File: config.mk
export PLATFORM = sky130hd
export DESIGN_NAME = text_pixel_serializer
export DESIGN_NICKNAME = d
export VERILOG_FILES = /design/src/rtl/text_pixel_serializer.sv
export SDC_FILE = /design/constraint.sdc
export NUM_CORES = 1
export LEC_CHECK = 0
export BUFFER_PORTS_ARGS = -buffer_cell sky130_fd_sc_hd__buf_2
export CAP_MARGIN = 0
export CORE_ASPECT_RATIO = 0.8
export CORE_MARGIN = 4
export CORE_UTILIZATION = 46
export DETAILED_ROUTE_END_ITERATION = 10
export GPL_ROUTABILITY_DRIVEN = 0
export MAX_ROUTING_LAYER = met4
export PLACE_DENSITY = 0.74
export REMOVE_ABC_BUFFERS = 1
export SETUP_SLACK_MARGIN = 0.5
export SLEW_MARGIN = 20
export SYNTH_ARGS = -nofsm -noshare
export SYNTH_HDL_FRONTEND = slang
export SYNTH_SLANG_ARGS = --single-unit
File: constraint.sdc
create_clock -name clk -period 1.52 [get_ports clk]
set_clock_uncertainty 0.2 [all_clocks]
set_input_delay 0.076 -clock clk [delete_from_list [all_inputs] [get_ports clk]]
set_output_delay 0.076 -clock clk [all_outputs]
set_load 0.02 [all_outputs]
File: src/rtl/text_pixel_serializer.sv
// Serializes the text generator's 8-pixel row bytes onto the pixel stream,
// prefetching one character ahead via the generator's toggle handshake.
module text_pixel_serializer #(
  parameter int unsigned FETCH_LATENCY = 4,
  parameter logic [23:0] FG_COLOR      = 24'hFFFFFF,
  parameter logic [23:0] BG_COLOR      = 24'h000000
) (
  input  logic        clk,
  input  logic        reset_n,
  input  logic        frame_start,
  input  logic        pix_ce,
  input  logic        de,
  output logic        toggle_restart,
  output logic        toggle_next,
  input  logic [7:0]  cur_pixels,
  output logic        pixel_on,
  output logic [23:0] rgb,
  output logic        underrun
);

  localparam logic [3:0] FETCH_LAT = 4'(FETCH_LATENCY);

  typedef enum logic {IDLE, RUN} state_t;

  state_t      state_q, state_d;
  logic [7:0]  shift_q, shift_d;
  logic [7:0]  holding_q, holding_d;
  logic        hold_valid_q, hold_valid_d;
  logic [2:0]  bit_cnt_q, bit_cnt_d;
  logic [3:0]  fetch_cnt_q, fetch_cnt_d;
  logic        toggle_restart_q, toggle_restart_d;
  logic        toggle_next_q, toggle_next_d;
  logic        pixel_on_q, pixel_on_d;
  logic        underrun_q, underrun_d;

  always_ff @(posedge clk or negedge reset_n) begin
    if (!reset_n) begin
      state_q          <= IDLE;
      shift_q          <= 8'h00;
      holding_q        <= 8'h00;
      hold_valid_q     <= 1'b0;
      bit_cnt_q        <= 3'd0;
      fetch_cnt_q      <= 4'd0;
      toggle_restart_q <= 1'b0;
      toggle_next_q    <= 1'b0;
      pixel_on_q       <= 1'b0;
      underrun_q       <= 1'b0;
    end else begin
      state_q          <= state_d;
      shift_q          <= shift_d;
      holding_q        <= holding_d;
      hold_valid_q     <= hold_valid_d;
      bit_cnt_q        <= bit_cnt_d;
      fetch_cnt_q      <= fetch_cnt_d;
      toggle_restart_q <= toggle_restart_d;
      toggle_next_q    <= toggle_next_d;
      pixel_on_q       <= pixel_on_d;
      underrun_q       <= underrun_d;
    end
  end

  always_comb begin
    state_d          = state_q;
    shift_d          = shift_q;
    holding_d        = holding_q;
    hold_valid_d     = hold_valid_q;
    bit_cnt_d        = bit_cnt_q;
    fetch_cnt_d      = fetch_cnt_q;
    toggle_restart_d = toggle_restart_q;
    toggle_next_d    = toggle_next_q;
    pixel_on_d       = pixel_on_q;
    underrun_d       = underrun_q;

    if (fetch_cnt_q != 4'd0) begin
      fetch_cnt_d = fetch_cnt_q - 4'd1;
    end
    if (fetch_cnt_q == 4'd1) begin
      holding_d    = cur_pixels;
      hold_valid_d = 1'b1;
    end

    // frame_start outranks any pixel step in the same cycle
    if (frame_start) begin
      state_d          = RUN;
      toggle_restart_d = ~toggle_restart_q;
      fetch_cnt_d      = FETCH_LAT;
      hold_valid_d     = 1'b0;
      bit_cnt_d        = 3'd0;
    end else if (state_q == RUN && pix_ce) begin
      if (de) begin
        bit_cnt_d = bit_cnt_q + 3'd1;
        if (bit_cnt_q == 3'd0) begin
          // every load requests the next character, even on underrun,
          // so the generator's column pointer stays aligned
          toggle_next_d = ~toggle_next_q;
          hold_valid_d  = 1'b0;
          fetch_cnt_d   = FETCH_LAT;
          if (hold_valid_q) begin
            shift_d    = {holding_q[6:0], 1'b0};
            pixel_on_d = holding_q[7];
          end else begin
            shift_d    = 8'h00;
            pixel_on_d = 1'b0;
            underrun_d = 1'b1;
          end
        end else begin
          pixel_on_d = shift_q[7];
          shift_d    = {shift_q[6:0], 1'b0};
        end
      end else begin
        pixel_on_d = 1'b0;
        bit_cnt_d  = 3'd0;
      end
    end
  end

  assign toggle_restart = toggle_restart_q;
  assign toggle_next    = toggle_next_q;
  assign pixel_on       = pixel_on_q;
  assign underrun       = underrun_q;
  assign rgb            = pixel_on_q ? FG_COLOR : BG_COLOR;

endmodule

# Word-level counts from Yosys, hierarchy flattened
# Cells that the tools add are included.
[totals]
elab_cells = 44
latchBits = 0
ramBits = 0
rom_bits = 0
reg_bits = 29
mem_count = 0
[classes]
bitwise = 4
reduce_logical = 8
shift = 0
n_mul = 0
n_addsub = 2
mux = 19
n_div = 0
eq_ne = 1
order_cmp = 0
[ops]
columns = ["operator", "count"]
rows = [
  ["$mux 24", 1],
  ["$mux 4", 5],
  ["$mux 8", 2],
  ["$mux 3", 3],
  ["$mux 1", 8],
  ["$reduce_and 5->1", 1],
  ["$eq 4x1->1 const B", 1],
  ["$not 1->1", 4],
  ["$reduce_and 4->1", 1],
  ["$reduce_bool 4->1", 1],
  ["$sub 4x1->4 const B", 1],
  ["$add 3x1->3 const B", 1],
  ["$logic_not 3->1", 1],
  ["$reduce_and 3->1", 1],
  ["$reduce_and 2->1", 1],
  ["$reduce_bool 2->1", 1],
  ["$logic_and 1x1->1", 1],
]

# Depth between registers and ports, before layout
# Gate-level depths: netlist of the first run.
[depth]
word_depth = 6
ltp_mapped = 6
mapped_depth_nobuf = 5

# Least setup slack after synthesis of the first run
# No wires, ideal clock.
[synth_path]
kind = "flip-flop to flip-flop"
from = "register bit_cnt_q[0]"
to = "register fetch_cnt_q[2]"
required_ps = 1196
path_slack_ps = -127
t_arrival_ps = 1323
stages_incl_launch_ff = 6
n_path_buf = 0
cell_sequence = "dfrtp_1 > inv_1 > ha_1 > nor2b_1 > a41o_1 > a211o_1"
[synth_via]
elab_chain_cells = 5
[synth_rtl]
columns = ["item", "line_no", "text"]
rows = [
  ["start: declaration", "29", "logic [2:0] bit_cnt_q, bit_cnt_d;"],
  ["start signal: assignment", "53", "bit_cnt_q <= bit_cnt_d;"],
  ["$logic_not 3->1", "92", "if (bit_cnt_q == 3'd0) begin"],
  ["$mux 4", "92", ""],
  ["$mux 4", "90", "if (de) begin"],
  ["$mux 4", "89", "end else if (state_q == RUN && pix_ce) begin"],
  ["$mux 4", "83", "if (frame_start) begin"],
  ["via fetch_cnt_d[2]", "30", "logic [3:0] fetch_cnt_q, fetch_cnt_d;"],
  ["end signal: assignment", "54", "fetch_cnt_q <= fetch_cnt_d;"],
  ["end: declaration", "30", ""],
]
# The timed path passes the listed nets, and every way through them passes these cells.
# A chain may end at the register's enable or synchronous reset.

# Worst setup path after layout of the first run
[layout_path]
from = "register fetch_cnt_q[1]"
to = "register holding_q[3]"
[layout_via]
elab_chain_cells = 1
[layout_rtl]
columns = ["item", "line_no", "text"]
rows = [
  ["$eq 4x1->1", "77", "if (fetch_cnt_q == 4'd1) begin"],
  ["end signal: assignment", "51", "holding_q <= holding_d;"],
  ["end: declaration", "27", "logic [7:0] holding_q, holding_d;"],
]
# Every way passes these cells.

==> results.txt, run 1 <==
The ratio of total power to cell area was 1140 nW/µm². The tools report the area taken by flip-flops and latches as 703 µm². The effective utilization at floorplan is 0.485, and the clock network latency to the later pin of the worst-skew pair is 0.28 ns. The register bit total from synthesis was 28. After synthesis, the most frequently instantiated cells are sky130_fd_sc_hd__dfrtp_1 (28), sky130_fd_sc_hd__buf_4 (25), sky130_fd_sc_hd__a21oi_1 (10), sky130_fd_sc_hd__nand2_1 (10), sky130_fd_sc_hd__o21ai_0 (10). The all-layer global routing usage came out at 0.194. Ranked by total cell area, the synthesized netlist is headed by sky130_fd_sc_hd__dfrtp_1 (46%), sky130_fd_sc_hd__buf_4 (12%), sky130_fd_sc_hd__mux2_2 (6.0%), sky130_fd_sc_hd__and4b_1 (4.6%), sky130_fd_sc_hd__ha_1 (4.1%). The run gives 1.66 ns as the signal arrival time at the worst endpoint. CTS placed an instance of sky130_fd_sc_hd__clkbuf_8 at the clock tree root. The dominant cell by count in the synthesized netlist was sky130_fd_sc_hd__dfrtp_1.

Worst hold path class: in -> async. At the end of the flow, the number of nets in the layout was 219. In this run the static leakage power is 1.09 nW.

The fraction of registers with async set or reset after synthesis is 1.00, and the clock buffer count from CTS is 3. The number of distinct library cells after synthesis is 30, and the number of I/O pins is 41. The number of maximum-capacitance violations was 0. The DRC violation total after the first TritonRoute iteration was 95; the initial antenna violation count was 0.

The flow ran to the end, but the final reports show violations. The die boundary height came out at 59.2 µm. For the placement row count, the log shows 18. The relative max-transition margin was 0.587. The worst-case IR drop observed on VDD is 0.000935 V. The largest area contributor in the netlist was sky130_fd_sc_hd__dfrtp_1. For the pin with the worst max-slew slack, the measured transition is 0.620 ns. The worst register-to-register path begins at fetch_cnt_q[1]$_DFF_PN0_.

After detailed placement, the total cell area comes to 1660 µm². Data on the critical path is required at its endpoint by 1.50 ns. The per-cell routed wire length is 16.1 µm. The average vias per placed instance works out to 5.16. The tools report the via count of the first global-routing pass as 1242. The top achievable clock speed was 592 MHz; the fraction of layout instances using a drive strength above 1 was 0.585. Setup violations remaining at the end of the flow were counted as 13.

In the final layout, the multi-input gates occupy 744 µm². The category of the critical setup timing path was reg -> reg. The count of hold-fix buffers inserted at cts was 9; the number of synthesized flops with an enable pin was 0. The deepest level of the CTS H-tree was 1.

For the worst hold slack, the log shows -0.404 ns. The final reports fail on hold timing, setup timing. The period utilization was 1.11; the final design area excluding fillers was 2210 µm².

The final max-slew violation count is 0, and the cell area after synthesis is 1510 µm². TritonCTS built the clock tree. The layout filler cell count was 225; the register area share after synthesis was 0.465. The start point of the critical path is fetch_cnt_q[1]$_DFF_PN0_.

After clock tree synthesis, the clock-pin slew on the worst setup and hold paths is 0.10 ns. The first global-routing pass estimated 6040 µm of wire. The worst setup margin is -0.168 ns. In the synthesized netlist the dominant register cell turns out to be sky130_fd_sc_hd__dfrtp_1.

The number of clock sinks is 28, and the die boundary width is 72.0 µm. The area share of the leading cell type in the synthesized netlist was 0.465; the deepest clock path buffer count was 2. The number of warning messages in the yosys log was 0; the final number of hold-violating endpoints was 31. The element type at the critical path end is a register. After detailed routing, the number of remaining DRC violations is 0.

After technology mapping, the gate count stands at 143. The detailed placer's ending HPWL is 2130 µm, and the total number of vias is 1239. The iteration count of the initial detailed-routing pass was 4; the core area was 3110 µm².

The final critical path time including I/O delays and setup is 1.69 ns, and the total detailed-routing wirelength is 3860 µm. Power comes to 0.00252 W. For the aggregate global routing overflow, the log shows 0. Setup repair after global routing could not meet its margin everywhere. The largest fanout of any net on the critical path was 4. The number of nets still failing antenna checks after routing was 0; the count of buffers inserted at the top-level ports was 40.

The worst setup path is launched from a register. Entering global routing, the biggest net connects 29 pins. The average instance in the mapped netlist occupies 10.5 µm².

The post-synthesis to final-layout area growth was 46.8%; the antenna diode count was 0. The area of the die is 4260 µm².
## final timing paths
kind,to,slack (ns),cells past startpoint
worst max-delay path,holding_q[3]$_DFFE_PN0P_,-0.17,6
min in group clk,bit_cnt_q[1]$_DFFE_PN0P_,-0.05,3
worst min-delay path,holding_q[4]$_DFFE_PN0P_,-0.40,1
worst min register to register,holding_q[4]$_DFFE_PN0P_,0.32,1
max in group asynchronous,state_q$_DFFE_PN0P_,1.07,1
worst max register to register,holding_q[3]$_DFFE_PN0P_,-0.17,6
## layer usage
metal | track usage | routed length, µm | share of wire | vias up
met5 | - | 0 | 0 | -
met4 | 0.0590 | 78 | 0.020 | 0
met3 | 0.0424 | 128 | 0.033 | 9
met2 | 0.336 | 2090 | 0.54 | 21
met1 | 0.228 | 1570 | 0.41 | 623
li1 | - | - | - | 586
## power by group
part	internal, W	leakage [nW]	switching [W]
clock	0.000353	0.0357	0.000235
combinational	0.000518	0.703	0.000361
sequential	0.000916	0.352	0.000136
## state kept, by name, summed over array words and instances (netlist names)
signal	flops
bit_cnt_q	3
pixel_on	1
toggle_restart	1
toggle_next	1
hold_valid_q	1
state_q	1
underrun	1
shift_q	7
holding_q	8
fetch_cnt_q	4
## cell type report
cell class	count	area share
Tap cell	40	0.0226
Clock buffer	3	0.0187
Multi-Input combinational cell	81	0.336
Clock inverter	1	0.0136
Inverter	7	0.0119
Timing Repair Buffer	80	0.279
Sequential cell	28	0.318
## critical path, cell delays in order (launching register included)
cell,delay (ns)
sky130_fd_sc_hd__dfrtp_1,0.41
sky130_fd_sc_hd__inv_2,0.09
sky130_fd_sc_hd__ha_4,0.12
sky130_fd_sc_hd__nor3b_4,0.17
sky130_fd_sc_hd__buf_4,0.16
sky130_fd_sc_hd__buf_16,0.11
sky130_fd_sc_hd__mux2_2,0.32
## kinds of logic (layout without fill, tap and decap cells)
logic type      count (synthesis)  after routing  synth area share
simple gates                   37             39             0.163
buf+inv                        36             91             0.154
xor+xnor                        3              3            0.0174
compound gates                 25             25            0.0938
fa+ha+maj                       5              5            0.0415
flops                          28             28             0.465
mux                             9              9            0.0664
## cells in the final DEF, fill, tap and decap left out, drive strengths merged, types with 2 or more instances in the layout
cell type / count
a211oi: 2
a21oi: 10
and4b: 7
buf: 71
clkbuf: 3
dfrtp: 28
dlygate4sd3: 8
ha: 5
inv: 7
mux2: 8
nand2: 11
nand2b: 2
nand4: 2
nand4b: 2
nor2: 7
nor2b: 2
o21ai: 10
xor2: 2
## through the flow
stage | util | worst slack, ns | setup TNS [ns] | std cells
4_1_cts | 0.688 | -0.150 | -1.28 | 235
6_report | 0.712 | -0.168 | -1.45 | 240
2_1_floorplan | - | -2.54 | -54.35 | 114
3_3_place_gp | 0.533 | -0.0742 | -0.897 | 206
5_1_grt | 0.712 | -0.213 | -4.42 | 240
3_5_place_dp | 0.533 | -0.142 | -1.88 | 206
## timing repair
item,in CTS,in global routing
endpoints found under the hold margin,42,31
gates cloned,4,0
resized for setup,57,12
endpoints found under the setup margin,55,56
buffers inserted,12,5
pin swaps,19,14
No activity file was read; power rests on OpenSTA's default activity.
==> inputs of run 2 (changes only) <==
--- a/config.mk
+++ b/config.mk
@@ -5,15 +5,16 @@
 export SDC_FILE = /design/constraint.sdc
 export NUM_CORES = 1
 export LEC_CHECK = 0
+export ABC_AREA = 1
 export BUFFER_PORTS_ARGS = -buffer_cell sky130_fd_sc_hd__buf_2
 export CAP_MARGIN = 0
 export CORE_ASPECT_RATIO = 0.8
 export CORE_MARGIN = 4
-export CORE_UTILIZATION = 46
+export CORE_UTILIZATION = 47
 export DETAILED_ROUTE_END_ITERATION = 10
 export GPL_ROUTABILITY_DRIVEN = 0
 export MAX_ROUTING_LAYER = met4
-export PLACE_DENSITY = 0.74
+export PLACE_DENSITY = 0.75
 export REMOVE_ABC_BUFFERS = 1
 export SETUP_SLACK_MARGIN = 0.5
 export SLEW_MARGIN = 20
==> run 2 against run 1 <==
Net effect: the flow finishes with violations (hold timing); first-iteration DRC count grew 9.5%; count of clock-buffer cells in the layout grew 1; synthesized cell count grew 38%; maximum frequency grew 13%; area after synthesis grew 3.4%; design area grew 9.5%; clock power shrank 20%; routed wire length grew 18%; setup slack gained 0.19 ns; combinational power grew 42%; critical endpoint is now pixel_on$_DFFE_PN0P_.
==> results.txt, run 2 <==
The run finished, with violations left. The final reports fail on hold timing. The area of the die was 4310 µm² (+1.1%); the ratio of total power to cell area was 1170 nW/µm² (+2.4%). The run gives 0.498 (+0.0129) as the effective utilization at floorplan. The tools report the via count of the first global-routing pass as 1372 (+10%).

The final max-slew violation count is 0 (unchanged), and the worst hold slack is -0.401 ns (+0.00319 ns). For the antenna diode count, the log shows 0 (unchanged). By area the synthesized netlist is led by sky130_fd_sc_hd__dfrtp_1 (45%), sky130_fd_sc_hd__nand2_1 (18%), sky130_fd_sc_hd__buf_4 (12%), sky130_fd_sc_hd__nand3_1 (6.7%), sky130_fd_sc_hd__inv_1 (4.1%). Per-cell routed wire length: 15.7 µm (-2.2%).

The deepest clock path buffer count was 2 (unchanged); the largest fanout of any net on the critical path was 6 (+2). For the register area share after synthesis, the log shows 0.449 (-0.0153). The relative max-transition margin was 0.589 (+0.00258).

The tools report the multi-input combinational cell area as 805 µm² (+8.1%). The commonest cells after synthesis are sky130_fd_sc_hd__nand2_1 (74), sky130_fd_sc_hd__dfrtp_1 (28), sky130_fd_sc_hd__buf_4 (25), sky130_fd_sc_hd__nand3_1 (21), sky130_fd_sc_hd__inv_1 (17). The fraction of layout instances using a drive strength above 1 came out at 0.470 (-0.115). The deepest level of the CTS H-tree is 1 (unchanged). For the DRC violation total after the first TritonRoute iteration, the log shows 104 (+9.5%).

The biggest area contributor in the post-synthesis netlist is sky130_fd_sc_hd__dfrtp_1. The number of I/O pins was 41 (unchanged). The number of maximum-capacitance violations came out at 0 (unchanged).

The transition time at the pin with the least slew margin is 0.616 ns (-0.00388 ns), and the initial antenna violation count is 0 (unchanged). The average vias per placed instance came out at 4.95 (-4.1%). The static leakage was 1.21 nW (+11%); the count of buffers inserted at the top-level ports was 40 (unchanged). Dominant register cell in the synthesized netlist: sky130_fd_sc_hd__dfrtp_1. The fraction of registers with async set or reset after synthesis is 1.00 (unchanged).

The standard cell area after detailed placement was 1630 µm² (-1.7%). The dominant cell by count in the synthesized netlist was sky130_fd_sc_hd__nand2_1. The area taken by flip-flops and latches is 702 µm² (-0.18%), and the total power consumption of the routed design is 0.00282 W (+12%). The logs give 1.47 ns (-0.19 ns) for the signal arrival time at the worst endpoint and 0.216 (+0.0221) for the all-layer global routing usage. STA classifies the critical path endpoint as a register. The top achievable clock speed is 669 MHz (+13%). In the layout the commonest cells are sky130_fd_sc_hd__nand2_1 (60), sky130_fd_sc_hd__buf_6 (39), sky130_fd_sc_hd__dfrtp_1 (27). The clock edge transition at the registers on the reported setup and hold paths is 0.10 ns (about the same). For the total detailed-routing wirelength, the log shows 4550 µm (+18%).

The most common cell after layout, fill and taps aside was sky130_fd_sc_hd__nand2_1. The final critical path time including I/O delays and setup was 1.49 ns (-0.194 ns); the placement row count was 18 (unchanged). The logs give 34 (+9.7%) for the final number of hold-violating endpoints and 0.28 ns (about the same) for the clock network latency to the later pin of the worst-skew pair.

The number of flip-flops in the largest register is 8 (unchanged). The cell area after synthesis came out at 1560 µm² (+3.4%). TritonCTS built the clock tree.

The area share of the leading cell type in the synthesized netlist was 0.449 (-0.0153); the required time at the worst-slack endpoint was 1.50 ns (about the same). The die boundary width is 72.4 µm (+0.53%). The total number of vias was 1431 (+15%); the die boundary height was 59.5 µm (+0.52%). Post-layout net count: 268 (+22%).

The core area came out at 3130 µm² (+0.72%). The setup violation total in the final timing report is 0 (-13), and the number of nets still failing antenna checks after routing is 0 (unchanged). Compared with the post-synthesis result, the final layout area differs by 55.5%. The number of DRC violations after detailed routing came out at 0 (unchanged). The number of clock sinks came out at 28 (unchanged). The worst hold path class was in -> async. The period utilization works out to 0.983 (-0.128).

The final design area excluding fillers was 2420 µm² (+9.5%); the number of warning messages in the yosys log was 0 (unchanged). The largest registers in the layout are holding_q (8), shift_q (7), fetch_cnt_q (4). Setup repair after global routing could not meet its margin everywhere. The register bit total from synthesis was 28 (unchanged).

Counting flops per register, the top entry is holding_q. The logs give 29 (unchanged) for the maximum number of pins on one net before global-route repair and 0 (unchanged) for the aggregate global routing overflow. Iteration count of the initial detailed-routing pass: 4 (unchanged). The logs give 3 (unchanged) for the clock buffer count from CTS and 2020 µm (-4.9%) for the detailed placer's ending HPWL. The worst setup path is launched from a register. The category of the critical setup timing path is reg -> reg.

The number of synthesized flops with an enable pin works out to 0 (unchanged). The average size of a mapped cell is 7.87 µm² (-25%), and the final standard cell utilization of the core is 0.774 (+0.0620). The global-route wire length before repair is 6870 µm (+14%), and the number of distinct library cells after synthesis is 20 (-33%). The buffer cell driving the clock tree root was sky130_fd_sc_hd__clkbuf_8. The sum of negative setup slack is 0 ns (+1.45 ns). The worst vdd rail ir drop was 0.00106 V (+13%); the layout filler cell count was 182 (-19%). For the post-synthesis instance total, the log shows 198 (+38%).
==> run 2: changes by cell type after synthesis, sizes merged, moves of 5 or more <==
cell   delta
nand2    +64
nand3    +20
inv      +11
a21oi     -8
mux2      -8
and4b     -7
o21ai     -5
==> run 2: metal layers <==
| metal | GRT usage | part of all wire |
|---|---|---|
| met2 | 0.375 | 0.52 |
| met1 | 0.263 | 0.41 |
| met5 | - | 0 |
| met4 | 0.0447 | 0.024 |
| met3 | 0.0458 | 0.040 |
==> run 2: logic make-up (layout without fill, tap and decap cells) <==
| kind of cell | Yosys count | in the layout | share of synthesized area |
|---|---|---|---|
| adders and majority gates | 5 | 5 | 0.0401 |
| buffers and inverters | 47 | 98 | 0.180 |
| DFF | 28 | 28 | 0.449 |
| xor gates and xnor gates | 3 | 3 | 0.0169 |
| AOI/OAI and AO/OA | 7 | 7 | 0.0225 |
| and+or+nand+nor | 108 | 108 | 0.291 |
==> run 2: power by group <==
group / leakage, nW / switching (W) / internal [W] / total [W]
registers: 0.349 / 0.000165 / 0.000939 / 0.00110
logic: 0.829 / 0.000657 / 0.000593 / 0.00125
clock network: 0.0288 / 0.000237 / 0.000232 / 0.000469
==> run 2: worst max-delay path, stage by stage, from the launching register on <==
cell and delay, ns:
sky130_fd_sc_hd__dfrtp_1 0.42, sky130_fd_sc_hd__inv_2 0.10, sky130_fd_sc_hd__ha_4 0.14, sky130_fd_sc_hd__inv_2 0.04, sky130_fd_sc_hd__nor2_4 0.14, sky130_fd_sc_hd__buf_6 0.15
sky130_fd_sc_hd__nand2_1 0.05, sky130_fd_sc_hd__nand3_1 0.09, sky130_fd_sc_hd__nand2_1 0.06
==> run 2: metrics by stage <==
step	hold slack (ns)	std cells	worst slack, ns
finish	-0.401	289	0.0256
CTS	-0.378	282	0.110
floorplan	-0.420	169	-2.57
global placement	-0.0741	253	0.0865
global route	-0.360	289	-0.0283
detailed placement	-0.0702	253	0.00437
==> run 2: path summary, 6_finish.rpt <==
kind	depth (start not counted)	startpoint	end	slack (ns)
setup / recovery	8	bit_cnt_q[1]$_DFFE_PN0P_	pixel_on$_DFFE_PN0P_	0.03
hold / removal	1	reset_n	shift_q[7]$_DFFE_PN0P_	-0.40
hold reg to reg	2	shift_q[2]$_DFFE_PN0P_	shift_q[2]$_DFFE_PN0P_	0.30
min in group clk	4	frame_start	fetch_cnt_q[1]$_DFF_PN0_	-0.06
setup reg to reg	8	bit_cnt_q[1]$_DFFE_PN0P_	pixel_on$_DFFE_PN0P_	0.03
max in group asynchronous	1	reset_n	pixel_on$_DFFE_PN0P_	1.09
==> run 2: area by class of cell <==
class	count	area share
Multi-Input combinational cell	123	0.332
Sequential cell	28	0.290
Inverter	18	0.0289
Timing Repair Buffer	76	0.306
Clock buffer	4	0.0227
Tap cell	40	0.0207
==> run 2: timing repair <==
action	in CTS	in global routing
gates cloned	4	0
pin swaps	12	21
resized for setup	111	22
setup buffers	13	5
endpoints found under the setup margin	54	55
endpoints found under the hold margin	47	33
hold buffers	8	2
==> inputs of run 3 (changes only) <==
--- a/config.mk
+++ b/config.mk
@@ -10,11 +10,11 @@
 export CAP_MARGIN = 0
 export CORE_ASPECT_RATIO = 0.8
 export CORE_MARGIN = 4
-export CORE_UTILIZATION = 47
+export CORE_UTILIZATION = 52
 export DETAILED_ROUTE_END_ITERATION = 10
 export GPL_ROUTABILITY_DRIVEN = 0
 export MAX_ROUTING_LAYER = met4
-export PLACE_DENSITY = 0.75
+export PLACE_DENSITY = 0.79
 export REMOVE_ABC_BUFFERS = 1
 export SETUP_SLACK_MARGIN = 0.5
 export SLEW_MARGIN = 20
==> constraint.sdc (replaced) <==
create_clock -name clk -period 1.7 [get_ports clk]
set_clock_uncertainty 0.2 [all_clocks]
set_input_delay 0.085 -clock clk [delete_from_list [all_inputs] [get_ports clk]]
set_output_delay 0.085 -clock clk [all_outputs]
set_load 0.02 [all_outputs]
==> run 3 against run 2 <==
Net effect: the flow now finishes without violations; non-clock buffer count decreased by 4; via count fell by 0.98%; setup slack gained 0.18 ns; design area is 4.6% lower; routed wire length is 2.1% lower; combinational power decreased by 21%; die area fell by 8.5%; worst hold slack better by 0.40 ns; largest power group is now sequential cells; highest routed layer unchanged.
==> results.txt, run 3 (synthesis gave the netlist of run 2 again) <==
Initial antenna violation count: 0 (unchanged). For the area of the die, the log shows 3940 µm² (-8.5%). The tools report the final max-slew violation count as 0 (unchanged). The signal arrival time at the worst endpoint came out at 1.51 ns (+0.04 ns). Register name with the most flops: holding_q. The DRC violation total after the first TritonRoute iteration was 131 (+26%); the number of nets still failing antenna checks after routing was 0 (unchanged). The number of DRC violations after detailed routing is 0 (unchanged), and the number of flip-flops in the largest register is 8 (unchanged). The iteration count of the initial detailed-routing pass is 4 (unchanged), and the worst vdd rail ir drop is 0.000789 V (-25%). For the cell total after placement, the log shows 250 (-1.2%). The cell sitting at the root of the clock tree is a sky130_fd_sc_hd__clkbuf_8.

The top achievable clock speed is 669 MHz (about the same). The maximum number of pins on one net before global-route repair is 29 (unchanged). Total detailed-routing wirelength: 4450 µm (-2.1%). TritonCTS built the clock tree.

The die boundary width is 69.2 µm (-4.4%), and the number of I/O pins is 41 (unchanged). The count of buffers inserted at the top-level ports came out at 40 (unchanged). By startpoint and endpoint, the worst setup path is classified as reg -> reg.

The transition time at the pin with the least slew margin is 0.645 ns (+0.0287 ns), and the aggregate global routing overflow is 0 (unchanged). The logs give 1.16 nW (-3.8%) for the static leakage and 0 (unchanged) for the setup violation total in the final timing report. The run gives 1403 (+2.3%) as the via count of the first global-routing pass.

The tools report the startpoint type of the worst setup path as a register. The all-layer global routing usage is 0.239 (+0.0222), and the core area is 2810 µm² (-10%). The clock network latency to the later pin of the worst-skew pair was 0.29 ns (about the same); the deepest level of the CTS H-tree was 1 (unchanged).

The final standard cell utilization of the core is 0.824 (+0.0493). The tools report the total number of vias as 1417 (-0.98%). Setup repair after global routing could not meet its margin everywhere.

The flow ran to the end, and the final reports show no timing, DRC or antenna violations. The layout filler cell count is 170 (-6.6%). The final standard cell count with taps included and fillers excluded was 283 (-2.1%); the placement row count was 17 (-1). Largest fanout of any net on the critical path: 6 (unchanged). The fraction of layout instances using a drive strength above 1 is 0.445 (-0.0250), and the post-synthesis to final-layout area growth is 48.3%. The global-route wire length before repair is 7220 µm (+5.1%). The logs give 28 (unchanged) for the number of clock sinks and 0.570 (-0.0191) for the relative max-transition margin. Deepest clock path buffer count: 2 (unchanged). The largest registers in the layout are holding_q (8), shift_q (7), fetch_cnt_q (4). Most common cell after layout, fill and taps aside: sky130_fd_sc_hd__nand2_1. The clock edge transition at the registers on the reported setup and hold paths was 0.11 ns (about the same). The antenna diode count is 0 (unchanged), and the die boundary height is 57.0 µm (-4.3%). The final critical path time including I/O delays and setup is 1.49 ns (-0.000153 ns). The required time at the worst-slack endpoint is 1.71 ns (+0.21 ns), and the average vias per placed instance is 5.01 (+1.1%). The post-layout net count came out at 264 (-1.5%). The worst hold path class is in -> reg.

The detailed placer's ending HPWL was 2160 µm (+6.8%). The final number of hold-violating endpoints was 0 (-100%); the effective utilization at floorplan was 0.555 (+0.0573). The per-cell routed wire length is 15.7 µm (about the same).

The number of maximum-capacitance violations was 0 (unchanged). The run gives 3 (unchanged) as the clock buffer count from CTS. The ratio of total power to cell area is 1040 nW/µm² (-11%). Leaving out fill and tap cells, the most frequent cells in the layout are sky130_fd_sc_hd__nand2_1 (53), sky130_fd_sc_hd__buf_6 (38), sky130_fd_sc_hd__dfrtp_1 (26). The worst setup path is captured at a register. The period utilization works out to 0.879 (-0.104).
run 3: cell types whose count changed in the layout (fill, tap and decap cells not counted), moves of 2 or more:
cell	before	now
sky130_fd_sc_hd__dlygate4sd3_1	10	13
sky130_fd_sc_hd__nand3_1	7	13
sky130_fd_sc_hd__buf_4	13	5
sky130_fd_sc_hd__nand2_1	60	53
sky130_fd_sc_hd__buf_2	12	15
sky130_fd_sc_hd__nand2_2	11	17
sky130_fd_sc_hd__ha_4	5	3
sky130_fd_sc_hd__nand2_4	3	5
sky130_fd_sc_hd__nand3_2	14	8
run 3: layer usage:
metal | global-route usage | up-vias | routed length, µm
li1 | - | 682 | -
met1 | 0.305 | 679 | 1870
met2 | 0.397 | 42 | 2310
met3 | 0.0405 | 14 | 161
met4 | 0.0613 | 0 | 107
met5 | - | - | 0
run 3: where the power goes:
group	total, W	internal, W	switching (W)
clock	0.000424	0.000208	0.000216
combinational	0.000983	0.000451	0.000531
sequential	0.000991	0.000841	0.000150
total	0.00240	0.00150	0.000898
run 3: cell type report:
type                            count  area (µm²)  share of cell area
Clock buffer                        4        55.1              0.0238
Inverter                           18        67.6              0.0292
Multi-Input combinational cell    123         748               0.324
Sequential cell                    28         703               0.304
Tap cell                           38        47.5              0.0206
Timing Repair Buffer               72         691               0.299
run 3: stage by stage:
step | power (W) | hold slack, ns | worst slack (ns) | area (µm²) | TNS (ns)
2_1_floorplan | 0.00138 | -0.411 | -2.39 | 1350 | -48.90
3_3_place_gp | 0.00157 | -0.0694 | 0.264 | 1620 | 0
3_5_place_dp | 0.00160 | -0.0669 | 0.150 | 1620 | 0
4_1_cts | 0.00226 | 0.0246 | 0.274 | 2190 | 0
5_1_grt | 0.00254 | 0.0190 | 0.129 | 2310 | 0
6_report | 0.00240 | 0.00314 | 0.206 | 2310 | 0
run 3: path summary, 6_finish.rpt:
| path | slack [ns] | from | depth (start not counted) | to |
|---|---|---|---|---|
| max in group asynchronous | 0.67 | reset_n | 2 | fetch_cnt_q[0]$_DFF_PN0_ |
| hold / removal | 0.003 | pix_ce | 4 | pixel_on$_DFFE_PN0P_ |
| min in group asynchronous | 0.15 | reset_n | 2 | shift_q[6]$_DFFE_PN0P_ |
| setup reg to reg | 0.21 | bit_cnt_q[0]$_DFFE_PN0P_ | 7 | shift_q[1]$_DFFE_PN0P_ |
| setup / recovery | 0.21 | bit_cnt_q[0]$_DFFE_PN0P_ | 7 | shift_q[1]$_DFFE_PN0P_ |
| hold reg to reg | 0.27 | underrun$_DFFE_PN0P_ | 2 | underrun$_DFFE_PN0P_ |
run 3: worst max-delay path, cell delays in order (launching register included):
cell,delay (ns)
sky130_fd_sc_hd__dfrtp_1,0.41
sky130_fd_sc_hd__inv_2,0.10
sky130_fd_sc_hd__ha_4,0.14
sky130_fd_sc_hd__inv_2,0.04
sky130_fd_sc_hd__nor2_4,0.14
sky130_fd_sc_hd__buf_6,0.15
sky130_fd_sc_hd__nand3_1,0.08
sky130_fd_sc_hd__o21ai_1,0.15
run 3: what timing repair did:
action,CTS,global route
buffers inserted,9,2
gates cloned,5,0
pin swaps,9,13
endpoints found under the hold margin,41,0
gates resized for setup,89,33
setup endpoints to repair,51,51
hold buffers,13,0
